**src/rtl/tetris_pkg.sv**
```systemverilog
// Shared types, LFSR taps and small helpers for the tetrimino sequencer.
package tetris_pkg;

    typedef enum logic [2:0] {P_NONE, P_L, P_O, P_S, P_T, P_Z, P_I, P_J} piece_t;

    typedef enum logic {S_FILL, S_FULL} seq_state_t;

    localparam logic [15:0] SEED_DEFAULT_C = 16'hACE1;

    // Feedback taps of the 16-bit shift-left LFSR
    localparam int unsigned TAP_A = 15;
    localparam int unsigned TAP_B = 13;
    localparam int unsigned TAP_C = 12;
    localparam int unsigned TAP_D = 10;

    function automatic logic [15:0] lfsr_step(input logic [15:0] l);
        return {l[14:0], l[TAP_A] ^ l[TAP_B] ^ l[TAP_C] ^ l[TAP_D]};
    endfunction

    // One-hot bag bit for a piece code; P_NONE maps to no bit
    function automatic logic [6:0] piece_bit(input piece_t p);
        logic [6:0] b;
        b = '0;
        for (int unsigned i = 1; i <= 7; i++) begin
            if (3'(i) == p) b[i-1] = 1'b1;
        end
        return b;
    endfunction

    // Lowest piece code whose bag bit is still clear
    function automatic piece_t lowest_unused(input logic [6:0] mask);
        piece_t code;
        code = P_NONE;
        for (int unsigned i = 7; i > 0; i--) begin
            if (!mask[i-1]) code = piece_t'(3'(i));
        end
        return code;
    endfunction

endpackage

```
**src/rtl/tetris_lfsr16.sv**
```systemverilog
// Reusable 16-bit Fibonacci LFSR with synchronous parallel load.
module tetris_lfsr16
    import tetris_pkg::*;
#(
    parameter logic [15:0] RESET_VAL = SEED_DEFAULT_C
) (
    input  logic        clk,
    input  logic        nReset,
    input  logic        load,
    input  logic [15:0] loadVal,
    output logic [15:0] state
);

    // Load has priority over stepping
    always_ff @(posedge clk or negedge nReset) begin
        if (!nReset) begin
            state <= RESET_VAL;
        end else if (load) begin
            state <= loadVal;
        end else begin
            state <= lfsr_step(state);
        end
    end

endmodule

```
**src/rtl/tetrimino_sequencer.sv**
```systemverilog
// Piece source for the tetrimino creator: current piece plus one-deep preview.
// Optional macro TETRIS_SEQ_BAG_EN selects 7-bag mode; default is repeat-free mode.
module tetrimino_sequencer
    import tetris_pkg::*;
#(
    parameter logic [15:0] SEED_DEFAULT = SEED_DEFAULT_C,
    parameter int unsigned MAX_TRIES    = 8
) (
    input  logic        clk,
    input  logic        nReset,
    input  logic [15:0] seedIn,
    input  logic        seedLoad,
    input  logic        pieceReq,
    output logic        pieceValid,
    output logic [2:0]  typeOut,
    output logic [2:0]  nextType
);

    logic [15:0] lfsr_state;
    logic [15:0] seed_val;
    seq_state_t  state;
    piece_t      cur_q;
    piece_t      next_q;
    logic [3:0]  tries;

    piece_t      cand;
    piece_t      fallback;
    piece_t      accept_code;
    piece_t      cur_d;
    piece_t      next_d;
    logic        pop;
    logic        draw_en;
    logic        cand_ok;
    logic        accept;

    assign seed_val = (seedIn == '0) ? SEED_DEFAULT : seedIn;

    tetris_lfsr16 #(
        .RESET_VAL(SEED_DEFAULT)
    ) u_lfsr (
        .clk    (clk),
        .nReset (nReset),
        .load   (seedLoad),
        .loadVal(seed_val),
        .state  (lfsr_state)
    );

    assign cand = piece_t'(lfsr_state[2:0]);
    assign pop  = pieceReq && pieceValid;
    // A pop from FULL frees a slot on the same edge, so that cycle still draws
    assign draw_en = (state == S_FILL) || pop;

`ifdef TETRIS_SEQ_BAG_EN
    logic [6:0] used_mask;
    logic [6:0] mask_set;

    assign cand_ok  = (cand != P_NONE) && ((used_mask & piece_bit(cand)) == '0);
    assign fallback = lowest_unused(used_mask);
    assign mask_set = used_mask | piece_bit(accept_code);
`else
    piece_t last_type;

    assign cand_ok  = (cand != P_NONE) && (cand != last_type);
    assign fallback = (last_type == P_J) ? P_L : piece_t'(3'(last_type + 3'd1));
`endif

    assign accept      = draw_en && (cand_ok || (tries == 4'(MAX_TRIES)));
    assign accept_code = cand_ok ? cand : fallback;

    // Pop first, then place the accepted code in the first free slot
    always_comb begin
        cur_d  = cur_q;
        next_d = next_q;
        if (pop) begin
            cur_d  = next_q;
            next_d = P_NONE;
        end
        if (accept) begin
            if (cur_d == P_NONE) cur_d = accept_code;
            else                 next_d = accept_code;
        end
    end

    // Slot registers, FILL/FULL state, retry counter and draw history
    always_ff @(posedge clk or negedge nReset) begin
        if (!nReset) begin
            state      <= S_FILL;
            cur_q      <= P_NONE;
            next_q     <= P_NONE;
            pieceValid <= 1'b0;
            tries      <= '0;
`ifdef TETRIS_SEQ_BAG_EN
            used_mask  <= '0;
`else
            last_type  <= P_NONE;
`endif
        end else begin
            cur_q      <= cur_d;
            next_q     <= next_d;
            pieceValid <= (cur_d != P_NONE);
            state      <= ((cur_d != P_NONE) && (next_d != P_NONE)) ? S_FULL : S_FILL;
            if (!draw_en || accept) tries <= '0;
            else                    tries <= tries + 4'd1;
            if (accept) begin
`ifdef TETRIS_SEQ_BAG_EN
                used_mask <= (mask_set == '1) ? '0 : mask_set;
`else
                last_type <= accept_code;
`endif
            end
        end
    end

    assign typeOut  = cur_q;
    assign nextType = next_q;

endmodule
```
**config.mk**
```make
export PLATFORM = sky130hd
export DESIGN_NAME = tetrimino_sequencer
export DESIGN_NICKNAME = d
export VERILOG_FILES = /design/src/rtl/tetris_pkg.sv /design/src/rtl/tetris_lfsr16.sv /design/src/rtl/tetrimino_sequencer.sv
export SDC_FILE = /design/constraint.sdc
export NUM_CORES = 1
export LEC_CHECK = 0
export ABC_AREA = 1
export CORE_UTILIZATION = 33
export CTS_CLUSTER_DIAMETER = 120
export CTS_CLUSTER_SIZE = 10
export DETAILED_ROUTE_END_ITERATION = 10
export PLACE_DENSITY = 0.63
export SETUP_SLACK_MARGIN = 0.4
export SKIP_CTS_REPAIR_TIMING = 1
export SLEW_MARGIN = 0
export SYNTH_ARGS = -nofsm -noshare
export SYNTH_HDL_FRONTEND = slang
export SYNTH_HIERARCHICAL = 1
export SYNTH_SLANG_ARGS = --single-unit
```
**constraint.sdc**
```tcl
create_clock -name clk -period 2.3 [get_ports clk]
set_clock_uncertainty 0.05 [all_clocks]
set_input_delay 0.46 -clock clk [delete_from_list [all_inputs] [get_ports clk]]
set_output_delay 0.46 -clock clk [all_outputs]
set_load 0.05 [all_outputs]
```
==> metrics.md <==
| Metric | Value |
|---|---|
| Final nets | 278 |
| Post-synth ARST share | 1.000 |
| GRT overflow | 0 |
| Clk slew on worst S/H paths | 0.06 ns |
| Dominant synthesized flop cell | dfrtp_1 |
| Mux contribution to synthesized area | 0 |
| IO Pins | 27 |
| Most used cell along the critical path | nand2_1 |
| Core area | 0.005107 mm2 |
| Area growth syn-to-layout | 25.13% |
| P_leak | 1.225 nW |
| Gp weighted congestion | 0.7672 |
| Post-Synth Simple-Gate Area | 0.3274 |
| Crit path time final | 1.687 ns |
| Max-Slew Margin vs Limit | 0.6593 |
| Max cap viols | 0 |
| Vias per cell | 4.231 |
| GRT Overall Usage | 0.1248 |
| Syn_nets | 253 |
| Crit-path max cell delay | 0.55 ns |
| Crit path required time | 2.43 ns |
| VDD IR max | 0.4736 mV |
| Row cnt | 26 |
| Top-count cell post-synth | nand2_1 |
| Synth Warn # | 6 |
| Seq/Total Area, Yosys | 0.4508 |
| Mapped Area | 0.001743 mm2 |
| Inst Count DP | 316 |
| WL per Instance | 9.332 um |
| Fill cells | 528 |
| Crit-path max FO | 6 |
| Final setup viols | 0 |
| Crit path kind | reg2reg |
| Fin Setup TNS | 0 ns |
| CP arrival | 1.81 ns |
| Post-Synth Adder-Cell Area | 0.02872 |
| Yosys reg bits | 31 |
| Synth top area share | 0.3302 |
| Final Max Tran Viols | 0 |
| Worst setup SP type | register |
| First-pass DRT Iterations | 4 |
| Vias in the first global route | 1296 |
| CTS tree | done |
| Worst-path cell chain | inv_1 -> nand2_1 -> nand2_1 -> nand3_2 -> nand2_4 -> nand2_4 -> nand3_4 -> nand2_1 -> inv_1 -> nor2_1 -> nand3_1 -> nand2_1 -> inv_1 |
| Hold Vio Cnt, Final | 0 |
| Port Buffers | 26 |
| Clock Tree Root | clkbuf_8 |
| First-pass GRT wire length | 5292 um |
| Post-Synthesis Cells | 229 |
| Pwr dens | 1055 mW/mm2 |
| DR DRC count | 0 |
| Synth area leader | dfrtp_1 |
| F_max | 0.5929 GHz |
| Antenna cells | 0 |
| Slowest cell on the critical path | dfstp_2 |
| Vias | 1375 |
| DIE HEIGHT | 74.68 um |
| Post-route antenna net violation count | 0 |
| Compound-cell area share of the yosys netlist | 0.04594 |
| Post-synth EDFFs | 0 |
| DR iter-0 viols | 49 |
| Initial antenna violation count | 0 |
| Hold crit path type | reg2reg |
| Clk_lat worst skew | 0.28 ns |
| Die area | 0.005576 mm2 |
| Post-DP HPWL | 2275 um |
| Design Power | 2.302 mW |
| XOR/XNOR Fraction of Synth Area | 0.02010 |
| Final wirelength | 3033 um |
| Actual slew at the worst max-slew pin | 0.5103 ns |
| Largest net degree at the start of global routing | 32 |
| Period utilisation layout | 0.7333 |
| Setup crit end kind | register |
| Setup slack after layout | 0.6133 ns |
| Initial Util | 0.3413 |
| H-tree Lvls | 2 |
| Count of different cell masters after synthesis | 25 |
| Clk buf depth | 2 |
| RSZ-0062 raised after global routing | false |
| Largest family of logic cells by synthesized area | simple AND/OR/NAND/NOR gates |
| Util after Layout | 0.4270 |
| Die width | 74.68 um |
| Commonest cells in the synthesized netlist | nand2_1, inv_1, dfrtp_1 |
| Status | finished, final reports clean |
| CTS Buf Count | 5 |
| Clk sinks | 31 |
| Mapped Avg Cell Area | 7.611 um2 |
| Post-Place Setup Slack | 0.1822 ns |
| Synth area leaders | dfrtp_1, nand2_1, dfstp_2, inv_1, nor2_1 |
| Share of layout cells above drive strength 1 | 0.1608 |
| Final Instance Count excl. Fillers | 325 |
## cells by family (layout without fill, tap and decap cells)
logic type      count (synthesis)  after routing
fa+ha+maj                       4              4
simple gates                  127            127
xor+xnor                        4              4
compound gates                 11             11
buf+inv                        52             78
flops                          31             31
## cell type report
cell class                      instances  area, um2  area share
Clock buffer                            8      100.1     0.04590
Inverter                               41      153.9     0.07057
Sequential cell                        31      785.8      0.3603
Multi-Input combinational cell        146      750.7      0.3442
Tap cell                               70      87.58     0.04016
Timing Repair Buffer                   29      302.8      0.1388
## through the flow
step	hold WS, ns	area [um2]
after global placement	0.3858	2038
after CTS	0.4052	2138
after detailed placement	0.3830	2038
final	0.3974	2181
after floorplan	0.1144	1743
after global routing	0.4189	2181
## flip-flops by register name (all words and copies together), names as in the netlist
signal	count
typeOut	3
pieceValid	1
u_lfsr/state	16
state	1
tries	4
last_type	3
nextType	3
## layout by cell type, fill, tap and decap left out, drive strengths merged, types with 3 or more instances in the layout
cell type / netlist / final
buf: 3 / 3
clkbuf: 8 / 8
clkdlybuf4s50: 0 / 18
dfrtp: 23 / 23
dfstp: 8 / 8
dlymetal6s2s: 0 / 8
ha: 4 / 4
inv: 41 / 41
nand2: 90 / 90
nand3: 10 / 10
nor2: 21 / 21
nor4: 4 / 4
o21ai: 9 / 9
xnor2: 3 / 3
## critical path: cells and delay by family, from the launching register on
family | cells | cell delay, ns
flops | 1 | 0.55
buf+inv | 3 | 0.12
simple gates | 10 | 0.86
## worst paths after layout
kind | start | to | slack (ns) | depth (start not counted)
setup reg to reg | u_lfsr/state[0]$_DFF_PN1_ | state$_DFF_PN0_ | 0.61 | 13
setup / recovery | u_lfsr/state[0]$_DFF_PN1_ | state$_DFF_PN0_ | 0.61 | 13
hold / removal | u_lfsr/state[3]$_DFF_PN0_ | u_lfsr/state[4]$_DFF_PN0_ | 0.40 | 2
min in group asynchronous | nReset | tries[0]$_DFF_PN0_ | 0.53 | 2
max in group asynchronous | nReset | u_lfsr/state[13]$_DFF_PN1_ | 1.34 | 2
hold reg to reg | u_lfsr/state[3]$_DFF_PN0_ | u_lfsr/state[4]$_DFF_PN0_ | 0.40 | 2
## per-layer routing
layer | global-route usage | wire length, um | vias up
met5 | 0 | 0 | -
li1 | - | - | 729
met3 | 0.04016 | 144 | 7
met1 | 0.1586 | 1473 | 605
met4 | 0.04403 | 45 | 0
met2 | 0.2002 | 1369 | 34
## power breakdown
part	switching, mW	internal [mW]	total, mW	leakage (nW)
logic	0.683	0.384	1.07	0.804
clock network	0.187	0.273	0.460	0.0515
registers	0.0889	0.685	0.774	0.370
No activity file was read; power rests on OpenSTA's default activity.
